### src/rtl/fp_round_unit_if.sv
// Shared types and the producer/consumer bus of the FP rounding stage.
package fp_round_pkg;
  typedef enum logic {FREE = 1'b0, BUSY = 1'b1} fu_state_e;
endpackage

interface fp_round_if;
  import fp_round_pkg::*;
  logic        valid_i;
  logic [31:0] operand_i;
  logic [2:0]  grs_i;
  logic [2:0]  round_mode_i;
  logic        overflow_i;
  logic        underflow_i;
  logic        invalid_op_i;
  logic        ack_i;
  logic [31:0] result_o;
  logic [4:0]  fflags_o;
  logic        valid_o;
  fu_state_e   fu_state_o;

  modport master (
    output valid_i, operand_i, grs_i, round_mode_i, overflow_i, underflow_i,
           invalid_op_i, ack_i,
    input  result_o, fflags_o, valid_o, fu_state_o
  );
  modport slave (
    input  valid_i, operand_i, grs_i, round_mode_i, overflow_i, underflow_i,
           invalid_op_i, ack_i,
    output result_o, fflags_o, valid_o, fu_state_o
  );
endinterface

### src/rtl/fp_round_unit.sv
// Binary32 rounding/exception stage: applies the RISC-V rounding mode to an
// unrounded result with G/R/S bits and returns the final word plus fflags.
module fp_round_unit
  import fp_round_pkg::*;
#(
  parameter int BIAS = 127
) (
  input  logic      clk_i,
  input  logic      rst_i,
  input  logic      clk_en_i,
  fp_round_if.slave bus
);
  localparam logic [7:0] EXP_MAX = 8'(2 * BIAS + 1);

  typedef enum logic [1:0] {IDLE, ROUND, NORMALIZE, VALID} state_e;

  state_e      state, nxt;
  logic [31:0] op_q, res_q;
  logic [2:0]  grs_q, mode_q;
  logic        of_q, uf_q, inv_q;
  logic [4:0]  flg_q;

  logic        sgn, inexact, inc, carry;
  logic [7:0]  ex, ex_inc;
  logic [22:0] man;
  logic [23:0] man_sum;
  logic [31:0] ovf_res, rnd_res, norm_res;
  logic [4:0]  rnd_flg, norm_flg;

  always_comb begin
    sgn     = op_q[31];
    ex      = op_q[30:23];
    man     = op_q[22:0];
    inexact = |grs_q;
    ex_inc  = ex + 8'd1;
    case (mode_q)
      3'd0:    inc = grs_q[2] & (grs_q[1] | grs_q[0] | man[0]);
      3'd2:    inc = sgn & inexact;
      3'd3:    inc = ~sgn & inexact;
      3'd4:    inc = grs_q[2];
      default: inc = 1'b0;
    endcase
    // hidden bit is 1 on the normal path, so a carry past the mantissa
    // is exactly the 24-bit significand overflowing
    man_sum = {1'b0, man} + 24'(inc);
    case (mode_q)
      3'd1:    ovf_res = {sgn, 31'h7F7F_FFFF};
      3'd2:    ovf_res = sgn ? 32'hFF80_0000 : 32'h7F7F_FFFF;
      3'd3:    ovf_res = sgn ? 32'hFF7F_FFFF : 32'h7F80_0000;
      default: ovf_res = {sgn, 31'h7F80_0000};
    endcase

    carry   = 1'b0;
    rnd_res = {sgn, ex, man_sum[22:0]};
    rnd_flg = {4'b0, inexact};
    if (inv_q || mode_q > 3'd4) begin
      rnd_res = 32'h7FC0_0000;
      rnd_flg = 5'h10;
    end else if (ex == EXP_MAX && man != 23'd0) begin
      rnd_res = 32'h7FC0_0000;
      rnd_flg = {~man[22], 4'b0};
    end else if (of_q) begin
      rnd_res = ovf_res;
      rnd_flg = 5'h05;
    end else if (uf_q) begin
      rnd_res = {sgn, 31'b0};
      rnd_flg = 5'h03;
    end else if (ex == EXP_MAX) begin
      rnd_res = op_q;
      rnd_flg = 5'h00;
    end else if (ex == 8'd0) begin
      rnd_res = {sgn, 31'b0};
    end else begin
      carry = man_sum[23];
    end

    if (ex_inc == EXP_MAX) begin
      norm_res = ovf_res;
      norm_flg = 5'h05;
    end else begin
      norm_res = {sgn, ex_inc, 23'b0};
      norm_flg = {4'b0, inexact};
    end
  end

  always_comb begin
    nxt = state;
    case (state)
      IDLE:      if (bus.valid_i) nxt = ROUND;
      ROUND:     nxt = carry ? NORMALIZE : VALID;
      NORMALIZE: nxt = VALID;
      VALID:     if (bus.ack_i && bus.valid_o) nxt = IDLE;
      default:   nxt = IDLE;
    endcase
  end

  always_ff @(posedge clk_i or posedge rst_i) begin
    if (rst_i)         state <= IDLE;
    else if (clk_en_i) state <= nxt;
  end

  assign bus.fu_state_o = (state == IDLE) ? FREE : BUSY;

  always_ff @(posedge clk_i or posedge rst_i) begin
    if (rst_i) begin
      op_q         <= '0;
      grs_q        <= '0;
      mode_q       <= '0;
      of_q         <= 1'b0;
      uf_q         <= 1'b0;
      inv_q        <= 1'b0;
      res_q        <= '0;
      flg_q        <= '0;
      bus.result_o <= '0;
      bus.fflags_o <= '0;
      bus.valid_o  <= 1'b0;
    end else if (clk_en_i) begin
      case (state)
        IDLE: if (bus.valid_i) begin
          op_q   <= bus.operand_i;
          grs_q  <= bus.grs_i;
          mode_q <= bus.round_mode_i;
          of_q   <= bus.overflow_i;
          uf_q   <= bus.underflow_i;
          inv_q  <= bus.invalid_op_i;
        end
        ROUND: begin
          res_q <= rnd_res;
          flg_q <= rnd_flg;
        end
        NORMALIZE: begin
          res_q <= norm_res;
          flg_q <= norm_flg;
        end
        VALID: begin
          // first VALID cycle loads the output register, ack only counts after
          if (!bus.valid_o) begin
            bus.result_o <= res_q;
            bus.fflags_o <= flg_q;
            bus.valid_o  <= 1'b1;
          end else if (bus.ack_i) begin
            bus.valid_o  <= 1'b0;
          end
        end
        default: ;
      endcase
    end
  end
endmodule
### src/flat_wrapper.sv
// flat-port wrapper written by rule: the top's interface ports become plain ports
module fp_round_unit_flat import fp_round_pkg::*;
#(
  parameter int BIAS = 127
)
  (clk_i, rst_i, clk_en_i, bus_valid_i, bus_operand_i, bus_grs_i, bus_round_mode_i, bus_overflow_i, bus_underflow_i, bus_invalid_op_i, bus_ack_i, bus_result_o, bus_fflags_o, bus_valid_o, bus_fu_state_o);
  fp_round_if bus_i ();
  input  logic clk_i;
  input  logic rst_i;
  input  logic clk_en_i;
  input wire logic [$bits(bus_i.valid_i)-1:0] bus_valid_i;
  input wire logic [$bits(bus_i.operand_i)-1:0] bus_operand_i;
  input wire logic [$bits(bus_i.grs_i)-1:0] bus_grs_i;
  input wire logic [$bits(bus_i.round_mode_i)-1:0] bus_round_mode_i;
  input wire logic [$bits(bus_i.overflow_i)-1:0] bus_overflow_i;
  input wire logic [$bits(bus_i.underflow_i)-1:0] bus_underflow_i;
  input wire logic [$bits(bus_i.invalid_op_i)-1:0] bus_invalid_op_i;
  input wire logic [$bits(bus_i.ack_i)-1:0] bus_ack_i;
  output wire logic [$bits(bus_i.result_o)-1:0] bus_result_o;
  output wire logic [$bits(bus_i.fflags_o)-1:0] bus_fflags_o;
  output wire logic [$bits(bus_i.valid_o)-1:0] bus_valid_o;
  output wire logic [$bits(bus_i.fu_state_o)-1:0] bus_fu_state_o;
  assign bus_i.valid_i = bus_valid_i;
  assign bus_i.operand_i = bus_operand_i;
  assign bus_i.grs_i = bus_grs_i;
  assign bus_i.round_mode_i = bus_round_mode_i;
  assign bus_i.overflow_i = bus_overflow_i;
  assign bus_i.underflow_i = bus_underflow_i;
  assign bus_i.invalid_op_i = bus_invalid_op_i;
  assign bus_i.ack_i = bus_ack_i;
  assign bus_result_o = bus_i.result_o;
  assign bus_fflags_o = bus_i.fflags_o;
  assign bus_valid_o = bus_i.valid_o;
  assign bus_fu_state_o = bus_i.fu_state_o;
  fp_round_unit #(.BIAS(BIAS)) u_core (.clk_i(clk_i), .rst_i(rst_i), .clk_en_i(clk_en_i), .bus(bus_i));
endmodule
### config.mk
export PLATFORM = sky130hd
export DESIGN_NAME = fp_round_unit_flat
export DESIGN_NICKNAME = d
export VERILOG_FILES = /design/src/rtl/fp_round_unit_if.sv /design/src/rtl/fp_round_unit.sv /design/src/flat_wrapper.sv
export SDC_FILE = /design/constraint.sdc
export NUM_CORES = 1
export LEC_CHECK = 0
export CAP_MARGIN = 20
export CORE_ASPECT_RATIO = 1.5
export CORE_MARGIN = 5
export CORE_UTILIZATION = 30
export DETAILED_ROUTE_END_ITERATION = 12
export PLACE_DENSITY = 0.52
export SLEW_MARGIN = 0
export SYNTH_ARGS = -nofsm -noshare
export SYNTH_HDL_FRONTEND = slang
export SYNTH_SLANG_ARGS = --single-unit
### constraint.sdc
create_clock -name clk_i -period 5.8 [get_ports clk_i]
set_input_delay 1.16 -clock clk_i [delete_from_list [all_inputs] [get_ports clk_i]]
set_output_delay 1.16 -clock clk_i [all_outputs]
set_load 0.02 [all_outputs]
; ---- Word-level counts from Yosys, hierarchy flattened
; Cells that the tools add are included.
[op_classes]
n_addsub = 2
magnitude_cmp = 1
eq_ne = 11
n_mux = 32
bitwise_logic = 8
n_reduce_logical = 14
[ops]
columns = op, count
row1 = 2-to-1 mux 32 bit, 6
row2 = one-hot mux 32 bit (3 select lines), 1
row3 = 2-to-1 mux 31 bit, 3
row4 = one-hot mux 32 bit (2 select lines), 1
row5 = adder 23 x 1 -> 24 bit, 1
row6 = nonzero test 23 bit, 1
row7 = 2-to-1 mux 5 bit, 4
row8 = == test 8 bit (second input constant), 2
row9 = 2-to-1 mux 1 bit, 11
row10 = one-hot mux 5 bit (2 select lines), 1
row11 = AND reduction 3 bit, 3
row12 = adder 8 x 1 -> 8 bit (second input constant), 1
row13 = zero test 8 bit, 1
row14 = one-hot mux 2 bit (4 select lines), 1
row15 = == test 3 x 2 -> 1 bit (second input constant), 2
row16 = == test 2 bit (second input constant), 2
row17 = 2-to-1 mux 2 bit, 2
row18 = one-hot mux 1 bit (4 select lines), 1
row19 = AND reduction 2 bit, 2
row20 = bitwise AND 1 bit, 3
row21 = == test 3 x 1 -> 1 bit (second input constant), 1
row22 = == test 3 bit (second input constant), 1
row23 = > comparator 3 bit (second input constant), 1
row24 = zero test 3 bit, 1
row25 = other kinds (11), 15
[word_totals]
register_bits = 118
inputBits = 46
out_inout_bits = 39
wordCells = 80

; ---- Longest topological paths before layout
; Gate-level depths: netlist of run 1.
[depth]
ltp_word = 13
ltp_mapped = 13
depth_no_buf = 13

; ---- Worst setup path before layout of run 1
; Ideal clock, no wire load.
[synth_path]
path_kind = register -> register
start = reg u_core.mode_q[1]
end = reg u_core.res_q[10]
setup_ns = 0.126
arrival_time_ns = 2.436
required_ns = 5.674
setup_slack_ns = 3.238
path_stages_with_launch = 14
n_path_buf = 0
period_less_slack_ns = 2.562
path_cell_list = dfrtp_1 -> nor2b_1 -> and2_1 -> ha_1 -> nand3_1 -> o21ai_0 -> ha_1 -> ha_1 -> nand4_1 -> a21o_1 -> nor3_1 -> xnor2_1 -> o21ai_0 -> a221o_1
[synth_between]
elab_chain_cells = 10
elab_cells_between_ends = 18
cone_classes = add/sub (1) / order compare (1) / eq/ne (4) / mux (10) / reduce/logical (2)
[synth_lines]
columns = item, line_no
row1 = "start, declared", fp_round_unit.sv:19  ; logic [2:0] grs_q, mode_q;
row2 = "start signal, assigned", fp_round_unit.sv:122  ; mode_q <= bus.round_mode_i;
row3 = "== test 3 bit, or another cell as far along", fp_round_unit.sv:36  ; case (mode_q)
row4 = one-hot mux 1 bit (4 select lines), fp_round_unit.sv:36
row5 = adder 23 x 1 -> 24 bit, fp_round_unit.sv:45  ; man_sum = {1'b0, man} + 24'(inc);
row6 = 2-to-1 mux 31 bit, fp_round_unit.sv:71  ; end else if (ex == 8'd0) begin
row7 = 2-to-1 mux 31 bit, fp_round_unit.sv:68  ; end else if (ex == EXP_MAX) begin
row8 = 2-to-1 mux 31 bit, fp_round_unit.sv:65  ; end else if (uf_q) begin
row9 = 2-to-1 mux 32 bit, fp_round_unit.sv:62  ; end else if (of_q) begin
row10 = 2-to-1 mux 32 bit, fp_round_unit.sv:59  ; end else if (ex == EXP_MAX && man != 23'd0) begin
row11 = 2-to-1 mux 32 bit, fp_round_unit.sv:56  ; if (inv_q || mode_q > 3'd4) begin
row12 = one-hot mux 32 bit (2 select lines) *, fp_round_unit.sv:118  ; case (state)
row13 = "end signal, assigned", fp_round_unit.sv:128  ; res_q <= rnd_res;
row14 = "end signal, assigned", fp_round_unit.sv:132  ; res_q <= norm_res;
row15 = "end, declared", fp_round_unit.sv:18  ; logic [31:0] op_q, res_q;
; Mark *: on every way between the ends. The rest lies on a longest branch, timed or not.
; A chain may end at the register's enable or synchronous reset.

; ---- Worst setup path after layout of run 1
[layout_path]
start = reg u_core.state[0]
end = out bus_fu_state_o
[layout_between]
elab_chain_cells = 2
[layout_lines]
columns = item, line_no
row1 = "start, declared", fp_round_unit.sv:17  ; state_e state, nxt;
row2 = "start signal, assigned", fp_round_unit.sv:99  ; else if (clk_en_i) state <= nxt;
row3 = zero test 2 bit, fp_round_unit.sv:102  ; assign bus.fu_state_o = (state == IDLE) ? FREE : BUSY;
row4 = 2-to-1 mux 1 bit, fp_round_unit.sv:102
row5 = "end, declared", flat_wrapper.sv:22  ; output wire logic [$bits(bus_i.fu_state_o)-1:0] bus_fu_state_o;
; Every way passes these cells.

==> flow_summary.toml, run 1 <==
[run_status]
run_status = "finished, final reports clean"

[timing]
fmax_achieved_mhz = 328
report.final.hold_viol_count = 0
relSlewSlack_pct = 45.2
finalWorstPathRequiredPeriod_ns = 3.05
measured_slew_at_the_worst_slew_check_pin_ns = 0.823
finalSetupTns_ns = 0
min_period_over_period_pct = 52.6
setup_viol_count_final = 0
final.setup_skew_ns = 0.00895
final_max_slew_viol_count = 0
rsz_0062_raised_after_global_routing = "no"

[synthesis]
synthesis.nets = 590
synth_warn = 0
ys_top_cells_by_area = "dfrtp_1, mux2_2, o21ai_0, a21oi_1, nand2_1"
post_synth_edffs = 0
synthesis.area_per_instance_um2 = 10.8
async_flop_share_pct = 100
ys_ff_latch = 116
postSynthCellCount = 534
synth_seq_area_share_pct = 50.3
synth_ff_type = "dfrtp_1"
synth_cell_type_count = 52
netlist.area_leader.share_pct = 50.3
yosys.area.top_type = "dfrtp_1"
syn-cell-area_um2 = 5770

[routing]
ant_nets = 0
vias_per_cell = 4.90
first_pass_iters = 4
drt-total-wl_um = 14100
drt_iter0_markers = 237
detail_route.wl_per_cell_um = 16.0
drc_violations = 0
num_vias = 4312

[die]
fp.coreArea_um2 = 19000
initial_cell_density_of_the_core_pct = 30.3
floorplan.io_pins = 85
die_width_um = 123
die_area_um2 = 22200
die_h_um = 180
row_count = 62

[global_route]
vias_in_the_first_global_route = 4424
use_met1_pct = 16.9
antenna_violations_before_repair = 0
grt_overflow = 0
grt_max_degree = 51
globalRouteMet2Util_pct = 21.7
global_route_wire_length_before_repair_um = 23500
globalRoute.busiestLayer = "met2"
met3_track_utilization_from_global_routing_pct = 2.70
grt.total_usage_pct = 13.2

[placement]
dp_hpwl_um = 10600
routabilityCongestion = 0.879
dpl-instance-area_um2 = 6820
placement.io_buffers = 83

[worst_setup_path]
timing.critical_path.to = "bus_fu_state_o"
rr_worst_depth = 13
crit-reg2reg-launch = "u_core.mode_q[1]"
end_kind = "output pin"
reg_to_reg_end = "u_core.res_q[8]"
reg2reg_slack_ns = 2.84
critical_path.max_fanout = 5
cp-startpoint = "u_core.state[0]"
worst-endpoint-required_ns = 4.64
critPathArrivalTime_ns = 1.89
cp-start-kind = "flop"
timing_worst_setup_path_type = "flop to output pin"

[clocking]
postCtsSetupBuffers = 0
cts_tree = "yes"
clk_pin_slew_ns = 0.05
number_of_clock_buffers_inserted_by_tritoncts = 17
clk-insertion-delay-late_ns = 0.41
cts_buffer_depth = 2
cts_h_tree_depth = 4
tritoncts_num_sinks = 116
post_cts_resized = 0
root_buffer = "clkbuf_16"
ctsHoldBuffers = 0

[power]
power_density_of_the_placed_cells_nw_per_um2 = 578
total_leakage_power_nw = 3.01
vdd_ir_drop_max_mv = 0.188

[final_layout]
layout.filler_cells = 1868
post_route_cells_drive_above_1_share_pct = 20.5
area_growth_from_synthesis_to_layout_pct = 28.0
layout.cell_area.non_filler_um2 = 7380
antenna_cells = 0
layout.nets = 667

[hold_path]
hold_path.class = "flop to flop"

[run]
maxCapViolations = 0
==> Yosys cell counts, types with 2 or more instances <==
cell and number:
dfrtp_1 116, a41oi_1 2, xnor2_1 14, ha_1 10, buf_4 2, or2_2 2
and3_1 4, buf_2 3, nand2_1 42, a21o_1 2, nor3_1 9, nand2b_1 2
a21oi_1 35, nor4_1 9, nand4_1 7, nor2_1 31, a211o_1 2, clkbuf_1 16
a221o_1 7, nor2b_1 10, and4_1 3, or3_1 4, o21ai_0 40, mux2_2 80
buf_6 2, o22ai_1 8, buf_1 6, a21boi_0 2, inv_1 11, and2_1 5
nand4b_1 2, nand3_1 19, xor2_1 8
==> kinds of logic (layout without fill, tap and decap cells) <==
logic type,count (synthesis),count (layout),share of synthesized area [%]
muxes,80,80,15.6
buffers and inverters,41,131,3.15
xor gates and xnor gates,22,22,3.34
DFF,116,116,50.3
and+or+nand+nor,154,154,13.6
other,1,1,0.0650
adders and majority gates,10,10,2.17
AOI/OAI and AO/OA,110,110,11.7
==> sequential cells by signal (all words and copies together) (netlist names) <==
name,flops
u_core.bus.result_o,32
u_core.state,2
u_core.op_q,32
u_core.flg_q,4
u_core.res_q,32
u_core.bus.valid_o,1
u_core.bus.fflags_o,4
u_core.uf_q,1
u_core.grs_q,3
u_core.mode_q,3
u_core.of_q,1
u_core.inv_q,1
==> area by class of cell <==
cell class / count / area (µm²) / area share (%)
clock inverters: 14 / 105 / 1.42
well taps: 256 / 320 / 4.34
flip-flops and latches: 116 / 2900 / 39.3
inverters: 11 / 43.8 / 0.593
multi-input cells: 377 / 2690 / 36.4
clock buffers: 18 / 439 / 5.95
repair buffers: 88 / 881 / 11.9
==> worst min-delay path by stage <==
stage / from / end / slack [ns] / depth (start not counted)
floorplan: u_core.res_q[27] / u_core.res_q[27] / 0.44 / 2
global placement: u_core.res_q[30] / u_core.res_q[30] / 0.46 / 2
detailed placement: u_core.res_q[27] / u_core.res_q[27] / 0.47 / 2
CTS: u_core.res_q[27] / u_core.res_q[27] / 0.48 / 2
global route: u_core.res_q[28] / u_core.res_q[28] / 0.51 / 2
finish: u_core.res_q[27] / u_core.res_q[27] / 0.48 / 2
==> metal layers <==
metal / vias to the layer above / wire length, µm
met5: - / 0
met3: 33 / 495
met2: 108 / 7150
li1: 2076 / -
met1: 2095 / 6050
met4: 0 / 363
==> cells in the final DEF (no fill, tap or decap), drive strengths merged, types with 3 or more instances in the layout <==
cell type	instances
nor4	11
nand2	42
and3	4
dfrtp	116
or3	4
buf	5
o21ai	41
nand4	7
a221o	7
xnor2	14
clkbuf	18
and4	3
nand3	20
mux2	80
and2	6
nor3	9
clkinvlp	5
nor2	31
nor2b	10
xor2	8
clkinv	5
o22ai	9
clkdlybuf4s50	83
a21oi	35
inv	15
ha	10
==> where the power goes <==
part | leakage [nW] | internal, mW | switching (mW)
logic | 1.35 | 0.827 | 0.868
registers | 1.41 | 1.21 | 0.409
clock network | 0.256 | 0.560 | 0.397
total | 3.01 | 2.59 | 1.67
==> worst max-delay path, cell delays in order, from the launching register on <==
cell and delay (ns):
dfrtp_1 0.42, inv_1 0.09, ha_1 0.23, inv_1 0.12, clkdlybuf4s50_1 0.62
==> per-stage QoR <==
stage / setup slack, ns / utilization (%) / power, mW / hold WS [ns] / std cells
floorplan: 1.57 / - / 2.71 / 0.442 / 534
global placement: 2.59 / 35.9 / 3.30 / 0.460 / 847
detailed placement: 2.48 / 35.9 / 3.34 / 0.465 / 847
CTS: 2.72 / 38.7 / 4.32 / 0.479 / 879
global route: 2.60 / 38.8 / 4.57 / 0.509 / 880
finish: 2.75 / 38.8 / 4.27 / 0.476 / 880
Note: power is estimated with default switching activity, not from simulation.
==> run 2, diff against run 1 <==
==> constraint.sdc (replaced) <==
create_clock -name clk_i -period 3 [get_ports clk_i]
set_input_delay 0.6 -clock clk_i [delete_from_list [all_inputs] [get_ports clk_i]]
set_output_delay 0.6 -clock clk_i [all_outputs]
set_load 0.02 [all_outputs]
==> run 2 against run 1 <==
Compared with the run above:
- count of clock-buffer cells in the layout unchanged
- global-route usage up 0.054 points
- critical path depth up 8
- utilization up 0.86 points
- register-to-register slack worse by 2.7 ns
- largest power group unchanged
- highest routed layer unchanged
==> flow_summary.toml, run 2 (same netlist as run 1, synthesis figures left out) <==
[routing]
ant_nets = 0
drc_violations = 0
drt_iter0_markers = 219
first_pass_iters = 7
vias_per_cell = 4.98
num_vias = 4408
drt-total-wl_um = 14200
detail_route.wl_per_cell_um = 16.0

[clocking]
postCtsSetupBuffers = 0
tritoncts_num_sinks = 116
cts_tree = "yes"
ctsHoldBuffers = 0
cts_buffer_depth = 2
cts_h_tree_depth = 4
clk_pin_slew_ns = 0.06
clk-insertion-delay-late_ns = 0.41
root_buffer = "clkbuf_16"
number_of_clock_buffers_inserted_by_tritoncts = 17
post_cts_resized = 0

[placement]
dpl-instance-area_um2 = 6910
routabilityCongestion = 0.931
placedCellCount = 854
placement.io_buffers = 83
dp_hpwl_um = 10500

[die]
fp.coreArea_um2 = 19000
die_area_um2 = 22200
initial_cell_density_of_the_core_pct = 30.3
floorplan.io_pins = 85
row_count = 62
die_h_um = 180
die_width_um = 123

[final_layout]
layout.nets = 673
final_util_pct = 39.7
post_route_cells_drive_above_1_share_pct = 21.7
largest_registers = "u_core.bus.result_o x32, u_core.op_q x32, u_core.res_q x32"
final_cell_mix = "dfrtp_1, clkdlybuf4s50_1, mux2_2, nand2_1, o21ai_0"
fin_cells = 886
antenna_cells = 0
layout.cell_area.non_filler_um2 = 7540
layout.filler_cells = 1868
area_growth_from_synthesis_to_layout_pct = 30.8
most_common_library_cell_in_the_layout_ignoring_fill_and_taps = "dfrtp_1"

[global_route]
antenna_violations_before_repair = 0
grt_max_degree = 117
grt_overflow = 0
global_route_wire_length_before_repair_um = 23600
vias_in_the_first_global_route = 4539
grt.total_usage_pct = 13.3

[worst_setup_path]
end_kind = "flop"
timing_worst_setup_path_type = "flop to flop"
critical_path.max_fanout = 6
cp-start-kind = "flop"
worst-endpoint-required_ns = 3.34
critPathArrivalTime_ns = 3.16

[power]
power_density_of_the_placed_cells_nw_per_um2 = 1140
total_leakage_power_nw = 3.07
vdd_ir_drop_max_mv = 0.348

[timing]
measured_slew_at_the_worst_slew_check_pin_ns = 0.839
rsz_0062_raised_after_global_routing = "no"
finalWorstPathRequiredPeriod_ns = 2.82
min_period_over_period_pct = 94.1
report.final.hold_viol_count = 0
final.setup_skew_ns = 0.00573
final_max_slew_viol_count = 0
setup_viol_count_final = 0
fmax_achieved_mhz = 354
finalSetupTns_ns = 0
relSlewSlack_pct = 44.1

[hold_path]
hold_path.class = "flop to flop"

[run]
maxCapViolations = 0

[run_status]
run_status = "finished, final reports clean"
run 2: cell count changes in the layout (fill, tap and decap cells not counted), sizes merged:
cell,change
inv,-2
buf,+6
bufinv,+3
clkinvlp,-1
run 2: power breakdown:
part	internal (mW)	total [mW]	switching (mW)	leakage [nW]
sequential	2.33	3.14	0.806	1.41
clock	1.32	2.07	0.759	0.287
combinational	1.68	3.38	1.70	1.38
total	5.33	8.59	3.27	3.07
run 2: path summary, 6_finish.rpt:
path / from / end / slack (ns) / depth (start not counted)
max: u_core.mode_q[1] / u_core.res_q[9] / 0.18 / 12
min: u_core.res_q[27] / u_core.res_q[27] / 0.48 / 2
max in group asynchronous: rst_i / u_core.op_q[30] / 1.82 / 3
min in group asynchronous: rst_i / u_core.bus.result_o[9] / 0.71 / 3
min reg2reg: u_core.res_q[27] / u_core.res_q[27] / 0.48 / 2
max reg2reg: u_core.mode_q[1] / u_core.res_q[9] / 0.18 / 12
run 2: stage by stage:
step                      power, mW  hold slack (ns)  setup WS [ns]
final                          8.59            0.475          0.177
after global routing           9.20            0.499         0.0127
after CTS                      8.66            0.482          0.116
after global placement         6.46            0.465          0.225
after detailed placement       6.54            0.468          0.130
after floorplan                5.23            0.442          0.438
run 2: final cells by class:
class	count	area (µm²)	area share, %
sequential	116	2900	38.5
multi-input combinational	377	2720	36.0
timing repair buffer	94	951	12.6
clock buffer	18	429	5.69
tap	256	320	4.25
clock inverter	14	179	2.37
inverter	11	45.0	0.597
run 2: critical path, stage by stage (launching register included):
cell     delay, ns
dfrtp_1       0.41
nor2b_1       0.17
and2_1        0.17
ha_1          0.27
nand3_1       0.05
o21ai_0       0.11
ha_2          0.27
nand3_1       0.11
a211o_1       0.34
or3_1         0.38
a21oi_1       0.18
o21ai_0       0.10
a21oi_1       0.18
run 2: layer usage:
layer / global-route usage, % / vias to the layer above / part of all wire (%)
met5: 0 / - / 0
met4: 5.06 / 0 / 1.6
met3: 2.61 / 22 / 4.3
met2: 22.2 / 115 / 51
met1: 16.7 / 2173 / 43
li1: - / 2098 / -
